`src/rtl/grf_trace_fifo_pkg.sv`:
```
// Shared trace-record layout for the GRF write trace FIFO.
// A record is {pc, addr, data}, with pc in the top bits.
package grf_trace_fifo_pkg;

   localparam int TR_PC_W = 32;
   localparam int TR_A_W  = 5;
   localparam int TR_D_W  = 32;
   localparam int TR_W    = TR_PC_W + TR_A_W + TR_D_W;

   localparam int TR_D_LSB  = 0;
   localparam int TR_D_MSB  = TR_D_LSB + TR_D_W - 1;
   localparam int TR_A_LSB  = TR_D_MSB + 1;
   localparam int TR_A_MSB  = TR_A_LSB + TR_A_W - 1;
   localparam int TR_PC_LSB = TR_A_MSB + 1;
   localparam int TR_PC_MSB = TR_PC_LSB + TR_PC_W - 1;

   // Writes to $0 are architecturally invisible and never traced.
   localparam logic [TR_A_W-1:0] GRF_ZERO = '0;

   typedef struct packed {
      logic [TR_PC_W-1:0] pc;
      logic [TR_A_W-1:0]  addr;
      logic [TR_D_W-1:0]  data;
   } trace_rec_t;

   function automatic logic [TR_W-1:0] tr_pack(
      input logic [TR_PC_W-1:0] pc,
      input logic [TR_A_W-1:0]  addr,
      input logic [TR_D_W-1:0]  data
   );
      return {pc, addr, data};
   endfunction

endpackage

```
`src/rtl/grf_trace_fifo_mem.sv`:
```
// Trace record storage: one synchronous write port, one asynchronous read port.
// Storage is deliberately left without reset.
module trace_fifo_mem
   import grf_trace_fifo_pkg::*;
#(
   parameter int DEPTH  = 16,
   parameter int ADDR_W = 4
) (
   input  logic              clk,
   input  logic              i_we,
   input  logic [ADDR_W-1:0] i_waddr,
   input  logic [TR_W-1:0]   i_wdata,
   input  logic [ADDR_W-1:0] i_raddr,
   output logic [TR_W-1:0]   o_rdata
);

   logic [TR_W-1:0] r_mem [DEPTH];

   always_ff @(posedge clk) begin
      if (i_we) begin
         r_mem[i_waddr] <= i_wdata;
      end
   end

   assign o_rdata = r_mem[i_raddr];

endmodule

```
`src/rtl/grf_trace_fifo.sv`:
```
// Captures non-$0 GRF writes as {pc, addr, data} records in a FWFT FIFO,
// with a sticky overflow flag and a saturating drop counter.
module grf_trace_fifo
   import grf_trace_fifo_pkg::*;
#(
   parameter int DEPTH  = 16,
   parameter int ADDR_W = 4,
   parameter int DROP_W = 16
) (
   input  logic                clk,
   input  logic                reset,
   input  logic                in_we,
   input  logic [TR_PC_W-1:0]  in_pc,
   input  logic [TR_A_W-1:0]   in_grfa,
   input  logic [TR_D_W-1:0]   in_grfw,
   output logic                out_valid,
   input  logic                out_ready,
   output logic [TR_PC_W-1:0]  out_pc,
   output logic [TR_A_W-1:0]   out_grfa,
   output logic [TR_D_W-1:0]   out_grfw,
   output logic [ADDR_W:0]     count,
   output logic                overflow,
   output logic [DROP_W-1:0]   drop_cnt,
   input  logic                clr_ovf
);

   localparam logic [ADDR_W:0] FULL_CNT = (ADDR_W + 1)'(DEPTH);

   generate
      if ((DEPTH < 2) || (DEPTH != (1 << ADDR_W))) begin : g_bad_param
         $error("grf_trace_fifo: DEPTH must be a power of two >= 2 equal to 2**ADDR_W");
      end
   endgenerate

   logic [ADDR_W-1:0] r_wr_ptr;
   logic [ADDR_W-1:0] r_rd_ptr;
   logic [ADDR_W:0]   r_count;
   logic              r_overflow;
   logic [DROP_W-1:0] r_drop_cnt;

   logic              w_push_req;
   logic              w_full;
   logic              w_valid;
   logic              w_pop;
   logic              w_push;
   logic              w_drop;
   logic [TR_W-1:0]   w_wdata;
   logic [TR_W-1:0]   w_rdata;
   trace_rec_t        w_head;

   assign w_push_req = in_we && (in_grfa != GRF_ZERO);
   assign w_full     = (r_count == FULL_CNT);
   assign w_valid    = (r_count != '0);
   assign w_pop      = w_valid && out_ready;
   // A pop frees the slot in the same cycle, so a full FIFO still accepts.
   assign w_push     = w_push_req && (!w_full || w_pop);
   assign w_drop     = w_push_req && w_full && !w_pop;
   assign w_wdata    = tr_pack(in_pc, in_grfa, in_grfw);

   trace_fifo_mem #(
      .DEPTH  (DEPTH),
      .ADDR_W (ADDR_W)
   ) u_mem (
      .clk     (clk),
      .i_we    (w_push),
      .i_waddr (r_wr_ptr),
      .i_wdata (w_wdata),
      .i_raddr (r_rd_ptr),
      .o_rdata (w_rdata)
   );

   always_ff @(posedge clk or negedge reset) begin
      if (!reset) begin
         r_wr_ptr <= '0;
         r_rd_ptr <= '0;
         r_count  <= '0;
      end else begin
         if (w_push) begin
            r_wr_ptr <= r_wr_ptr + 1'b1;
         end
         if (w_pop) begin
            r_rd_ptr <= r_rd_ptr + 1'b1;
         end
         if (w_push && !w_pop) begin
            r_count <= r_count + 1'b1;
         end else if (w_pop && !w_push) begin
            r_count <= r_count - 1'b1;
         end
      end
   end

   // A drop in the same cycle as clr_ovf wins and restarts the count at one.
   always_ff @(posedge clk or negedge reset) begin
      if (!reset) begin
         r_overflow <= 1'b0;
         r_drop_cnt <= '0;
      end else if (w_drop) begin
         r_overflow <= 1'b1;
         if (clr_ovf) begin
            r_drop_cnt <= DROP_W'(1);
         end else if (!(&r_drop_cnt)) begin
            r_drop_cnt <= r_drop_cnt + 1'b1;
         end
      end else if (clr_ovf) begin
         r_overflow <= 1'b0;
         r_drop_cnt <= '0;
      end
   end

   assign w_head    = trace_rec_t'(w_rdata);
   assign out_valid = w_valid;
   assign out_pc    = w_valid ? w_head.pc   : '0;
   assign out_grfa  = w_valid ? w_head.addr : '0;
   assign out_grfw  = w_valid ? w_head.data : '0;
   assign count     = r_count;
   assign overflow  = r_overflow;
   assign drop_cnt  = r_drop_cnt;

endmodule

```
`config.mk`:
```
export PLATFORM = sky130hd
export DESIGN_NAME = grf_trace_fifo
export DESIGN_NICKNAME = d
export VERILOG_FILES = /design/src/rtl/grf_trace_fifo_pkg.sv /design/src/rtl/grf_trace_fifo_mem.sv /design/src/rtl/grf_trace_fifo.sv
export SDC_FILE = /design/constraint.sdc
export NUM_CORES = 1
export LEC_CHECK = 0
export BUFFER_PORTS_ARGS = -buffer_cell sky130_fd_sc_hd__buf_2
export CELL_PAD_IN_SITES_DETAIL_PLACEMENT = 2
export CELL_PAD_IN_SITES_GLOBAL_PLACEMENT = 2
export CORE_ASPECT_RATIO = 0.5
export CORE_MARGIN = 2
export CORE_UTILIZATION = 34
export DETAILED_ROUTE_END_ITERATION = 8
export GPL_TIMING_DRIVEN = 0
export MAX_ROUTING_LAYER = met4
export PLACE_DENSITY_LB_ADDON = 0.08
export SKIP_CTS_REPAIR_TIMING = 1
export SKIP_LAST_GASP = 1
export SLEW_MARGIN = 15
export SYNTH_ARGS = -nofsm -noshare
export SYNTH_HDL_FRONTEND = slang
export SYNTH_SLANG_ARGS = --single-unit
```
`constraint.sdc`:
```
create_clock -name clk -period 11.3 [get_ports clk]
set_clock_uncertainty 0.15 [all_clocks]
set_input_delay 2.825 -clock clk [delete_from_list [all_inputs] [get_ports clk]]
set_output_delay 2.825 -clock clk [all_outputs]
set_load 0.02 [all_outputs]
```
; ---- Yosys cells after proc, flatten, opt, wreduce, memory -nomap -nowiden
; Memory sizes are Yosys's and may differ from the RTL's.
; Cells that the tools add are included.
[totals]
output_inout_bits = 92
input_bits = 74
ram_bits = 1104
word_cells = 43
n_memories = 1
register_bits = 30
[classes]
muxes = 13
n_addsub = 5
n_reduce_logical = 17
eq_ne = 2
[memory_table]
columns = memory, words, width, read_ports, rd_ports_with_merged_regs, wr, line
row1 = u_mem.r_mem, 16, 69, 1, 0, 1, grf_trace_fifo_mem.sv:17  ; logic [TR_W-1:0] r_mem [DEPTH];
[ops]
columns = cell, n
row1 = 2-to-1 mux 16 bit, 4
row2 = 2-to-1 mux 32 bit, 2
row3 = adder 16 x 1 -> 16 bit (second input constant), 1
row4 = AND reduction 16 bit, 1
row5 = 2-to-1 mux 5 bit, 3
row6 = nonzero test 5 bit, 2
row7 = adder 4 x 1 -> 4 bit (second input constant), 2
row8 = logical AND 1 bit, 7
row9 = adder 5 x 1 -> 5 bit (second input constant), 1
row10 = equality test 5 bit (second input constant), 1
row11 = subtractor 5 x 1 -> 5 bit (second input constant), 1
row12 = 2-to-1 mux 1 bit, 4
row13 = nonzero test 2 bit, 2
row14 = logical NOT 1 bit, 3
row15 = != test 2 bit (second input constant), 1
row16 = AND reduction 2 bit, 1
row17 = logical OR 1 bit, 1

; ---- Logic depth before layout (Yosys ltp)
[logic_depth]
word_depth = 8
depth_mapped = 10
mapped_depth_nobuf = 10

; ---- Cells and area by module
; Synthesis repeated with hierarchy kept, for this count alone.
[unflattened]
cells_unflattened = 1939
hier_area_um2 = 43365.3
[by_module_without_submodules]
columns = mod, cells_each, area_per_inst_um2, instances
row1 = trace_fifo_mem, 1707, 41312.1, 1
row2 = grf_trace_fifo, 232, 2053.2, 1

; ---- Worst setup path after synthesis
; No wires, ideal clock.
[synth_timing]
kind = input to register
startpoint = in in_grfa[3]
endpoint = mem u_mem.r_mem[3][0] (netlist name), enable pin
cell_stages = 5
t_required_ns = 10.570
path_buffers = 0
arrival_ns = 8.364
slack_ns = 2.205
path_cell_list = or4_1 o21ai_0 a21oi_1 nand2_1 nor3_1
[synth_via]
elab_chain_len = 5
[synth_rtl]
columns = element, line
row1 = from (decl), grf_trace_fifo.sv:14  ; input logic [TR_A_W-1:0] in_grfa,
row2 = nonzero test 5 bit, grf_trace_fifo.sv:51  ; assign w_push_req = in_we && (in_grfa != GRF_ZERO);
row3 = logical AND 1 bit, grf_trace_fifo.sv:51
row4 = logical AND 1 bit, grf_trace_fifo.sv:56  ; assign w_push = w_push_req && (!w_full || w_pop);
row5 = via u_mem.i_we, grf_trace_fifo_mem.sv:10  ; input logic i_we,
row6 = 2-to-1 mux 1 bit, grf_trace_fifo_mem.sv:20  ; if (i_we) begin
row7 = 2-to-1 mux 1 bit (implied by the code), grf_trace_fifo_mem.sv:21  ; r_mem[i_waddr] <= i_wdata;
row8 = to (decl), grf_trace_fifo_mem.sv:17
; The timed path passes the listed nets, and every way through them passes these cells.

; ---- Worst setup path in the final report
[layout_timing]
startpoint = reg r_rd_ptr[2]
endpoint = out out_grfw[21]
[layout_via]
elab_chain_len = 2
[layout_rtl]
columns = element, line
row1 = from (decl), grf_trace_fifo.sv:36  ; logic [ADDR_W-1:0] r_rd_ptr;
row2 = from (signal assigned), grf_trace_fifo.sv:82  ; r_rd_ptr <= r_rd_ptr + 1'b1;
row3 = memory (16 x 69 bit), n/a
row4 = 2-to-1 mux 32 bit, grf_trace_fifo.sv:114  ; assign out_grfw = w_valid ? w_head.data : '0;
row5 = to (decl), grf_trace_fifo.sv:20  ; output logic [TR_D_W-1:0] out_grfw,
; No other way between the ends.

==> results.rst <==
.. list-table::
   :header-rows: 1

   * - Metric
     - Value
   * - Endpoint class of the critical path
     - output pin
   * - Overall die height
     - roughly 260 um
   * - Total global routing track utilization
     - 19.69%
   * - Setup repair after global routing missed its margin
     - no
   * - Nets in the synthesized netlist
     - 1960
   * - Power density normalized to cell area
     - 259.7 mW/mm^2
   * - Non-filler instance count after layout
     - 4037
   * - Post-Route WL
     - 123400 um
   * - ANT nets after route
     - 0
   * - Die W
     - 509.0 um
   * - Final Util
     - 40.96%
   * - Top cells by area in the synthesized netlist
     - sky130_fd_sc_hd__edfxtp_1 76%, sky130_fd_sc_hd__mux4_2 14%, sky130_fd_sc_hd__mux2i_1 3.2%
   * - Sequential-to-total area share from yosys stat
     - 78.21%
   * - Data arrival time of the worst path
     - approximately 4.4 ns
   * - Worst hold path type
     - flip-flop to flip-flop
   * - Post-Route Setup TNS
     - 0 ns
   * - HPWL after detailed placement
     - between 70000 and 80000 um
   * - Clock-pin slew on the worst setup and hold paths
     - 0.06 ns
   * - First drt pass iteration count
     - 5
   * - Source-to-sink clock delay at the later pin of the worst-skew pair
     - 0.71 ns
   * - Clock net sink count
     - 1134
   * - CP Max Fanout
     - 10
   * - Total power after layout
     - 13.43 mW
   * - Pin count of the biggest net entering global routing
     - 31
   * - Internal Dissipation
     - 8.983 mW
   * - Cts bufs inserted
     - 107
   * - Area of the mapped netlist
     - 0.04335 mm^2
   * - Portion of total power attributed to sequential cells
     - a little under two fifths
   * - Cell accounting for the most synthesized area
     - sky130_fd_sc_hd__edfxtp_1
   * - Quantity of I/O buffers inserted on ports
     - between 150 and 200
   * - Data required time of the critical path
     - approximately 8.3 ns
   * - Asr flop ratio synth
     - 2.646%
   * - Count of routing violations after the opening detailed-route iteration
     - 1382
   * - Leak
     - between 15 and 20 nW
   * - Switching component of the power
     - 4.451 mW
   * - Final cycle utilization of the critical path
     - 65.54%
   * - Routed via count divided by cell count
     - 5.148
   * - Transition time of the tightest slew-check pin
     - around 1.2 ns
   * - Top FF cell, synth
     - sky130_fd_sc_hd__edfxtp_1
   * - Core area
     - between 0.1 and 0.15 mm^2
   * - Number of top-level design ports
     - ~170
   * - Antenna violations before repair
     - 10
   * - Number of nets in the layout
     - 2335
   * - First-pass GRT wire length
     - 176100 um
   * - Area of the die
     - roughly 0.13 mm^2
   * - Startpoint types
     - flip-flop
   * - Wirelength per Cell
     - 30.57 um
   * - Clock period minus worst slack
     - 7.406 ns
   * - Count of final setup violators
     - 0
   * - Layout-stage area growth over the synthesis result
     - 19.32%
   * - Peak supply drop
     - 136.1 uV
   * - Part of the power in the clock network
     - 28.4%
   * - Outcome
     - finished clean
   * - Post-synthesis average cell area
     - approximately 23 um^2
   * - Remaining DRCs
     - 0
   * - Most common cell in the netlist
     - sky130_fd_sc_hd__edfxtp_1
   * - Timing-limited maximum frequency
     - approximately 0.14 GHz
   * - Placement row count
     - 92
   * - Kind of critical path
     - flip-flop to output pin
   * - Post-synthesis sequential element count
     - 1134
   * - Vias in the first global route
     - between 20000 and 25000
   * - Total congestion overflow
     - 0
   * - Number of cells after detailed placement
     - 3832
   * - CTS tree
     - done
   * - Slew Limit Fails
     - 0
   * - Synth top cells by count
     - 1104 x sky130_fd_sc_hd__edfxtp_1, 276 x sky130_fd_sc_hd__mux4_2, 140 x sky130_fd_sc_hd__mux2i_1
   * - Count of vias placed by the detailed router
     - 20783
   * - Synthesized instance count
     - 1874
   * - Worst slack at placement
     - 4.224 ns
   * - Number of hold violations in the final report
     - 0
   * - Relative slew margins
     - 19.64%
   * - Fraction of layout instances using a drive strength above 1
     - around a third
   * - Net Sw Frac
     - 33.13%
   * - Area fraction of the dominant cell type after synthesis
     - 76.47%
   * - Initial cell density of the core
     - between 30% and 40%
   * - Setup WS post-layout
     - 3.894 ns
   * - Routability-driven placement congestion ratio
     - 0.6734
   * - Clock tree root buffer cell
     - sky130_fd_sc_hd__clkbuf_16
   * - Post-synth cell types
     - 36
   * - Maximum level of the CTS H-tree
     - 3
   * - Number of enable-type register cells in the synthesized netlist
     - about 1100
   * - Clk buf depth
     - 3
   * - Synth Warn #
     - 0
   * - Max-cap violations
     - 0
   * - Share of total power in combinational logic
     - 33.4%
==> final cells by class <==
type,count,area (um^2)
timing repair buffer,266,2499
fill,11572,74550
multi-input combinational,631,9105
inverter,8,30.03
clock buffer,140,2895
clock inverter,61,743.2
tap,1692,2117
buffer,101,424.2
sequential,1134,33900
antenna,4,10.01
==> registers in the layout, summed over array words and instances, names as in the netlist <==
signal       cells
overflow         1
count            5
r_wr_ptr         4
r_rd_ptr         4
drop_cnt        16
u_mem.r_mem   1104
==> path summary, 6_finish.rpt <==
path                                      end         from  depth (start not counted)  slack, ns
max                              out_grfw[21]  r_rd_ptr[2]                          6       3.89
min                               r_rd_ptr[3]  r_rd_ptr[3]                          1       0.36
max reg2reg                u_mem.r_mem[1][56]     count[4]                          9       7.59
min reg2reg                       r_rd_ptr[3]  r_rd_ptr[3]                          1       0.36
max in group asynchronous         r_rd_ptr[3]        reset                          1       8.38
min in group asynchronous         drop_cnt[0]        reset                          1       2.08
==> per-layer routing <==
| layer | vias to the layer above | wire, um | GRT usage, % |
|---|---|---|---|
| met5 | - | 0 | - |
| met4 | 0 | 2272 | 3.836 |
| met3 | 155 | 3955 | 2.941 |
| met2 | 365 | 61280 | 31.87 |
| met1 | 11521 | 55920 | 26.60 |
| li1 | 8742 | - | - |
==> worst max-delay path, cell delays in order, from the launching register on <==
cell and delay (ns):
sky130_fd_sc_hd__dfrtp_1 0.32, sky130_fd_sc_hd__clkbuf_1 0.46, sky130_fd_sc_hd__clkbuf_1 0.91, sky130_fd_sc_hd__buf_1 0.92, sky130_fd_sc_hd__mux2i_1 0.31, sky130_fd_sc_hd__o22ai_1 0.51, sky130_fd_sc_hd__buf_2 0.27
==> cell families (layout without fill, tap and decap cells) <==
group	Yosys count	count (layout)	share of synthesized area [%]
multiplexers	419	419	17.65
flip-flops	1134	1134	78.21
AO/OA/AOI/OAI	86	86	1.235
adder cells (fa/ha/maj)	12	12	0.3637
XOR/XNOR	21	21	0.4243
AND/OR/NAND/NOR	93	93	1.077
other	0	4	0
buffers and inverters	109	576	1.045
==> metrics by stage <==
step                      hold WS [ns]  cell area (um^2)
final                           0.3616             51730
after global routing            0.3999             51720
after CTS                       0.3667             51720
after detailed placement        0.3579             48080
after global placement          0.3493             46290
after floorplan                 0.3043             43350
==> power by group through the flow <==
stage          clock network, mW  registers (mW)  logic (mW)
2_1_floorplan                  0            5.24        2.72
3_3_place_gp                   0            5.34        4.42
3_5_place_dp                   0            5.22        4.64
4_1_cts                     3.93            5.13        4.65
5_1_grt                     4.07            5.16        4.81
6_report                    3.81            5.13        4.49
==> placed cells by master, fill, tap and decap left out, types with 4 or more instances in the layout <==
cell,count
sky130_fd_sc_hd__buf_6,15
sky130_fd_sc_hd__o21ai_0,7
sky130_fd_sc_hd__nor3_1,5
sky130_fd_sc_hd__buf_2,199
sky130_fd_sc_hd__a21oi_1,4
sky130_fd_sc_hd__nand2_1,17
sky130_fd_sc_hd__nand3_1,11
sky130_fd_sc_hd__ha_1,11
sky130_fd_sc_hd__clkbuf_1,77
sky130_fd_sc_hd__buf_1,15
sky130_fd_sc_hd__clkinv_2,20
sky130_fd_sc_hd__dfrtp_1,30
sky130_fd_sc_hd__nand2b_1,4
sky130_fd_sc_hd__o22ai_1,69
sky130_fd_sc_hd__mux4_2,276
sky130_fd_sc_hd__buf_12,30
sky130_fd_sc_hd__buf_4,33
sky130_fd_sc_hd__diode_2,4
sky130_fd_sc_hd__buf_16,24
sky130_fd_sc_hd__edfxtp_1,1104
sky130_fd_sc_hd__xnor2_1,19
sky130_fd_sc_hd__nor2_1,17
sky130_fd_sc_hd__nor3_2,4
sky130_fd_sc_hd__inv_1,8
sky130_fd_sc_hd__mux2i_1,140
sky130_fd_sc_hd__nand4_1,5
sky130_fd_sc_hd__nor4_1,4
sky130_fd_sc_hd__clkbuf_16,110
sky130_fd_sc_hd__clkinv_1,19
sky130_fd_sc_hd__bufinv_16,17
sky130_fd_sc_hd__nor2_4,12
Power figures use the tool's default switching activity.
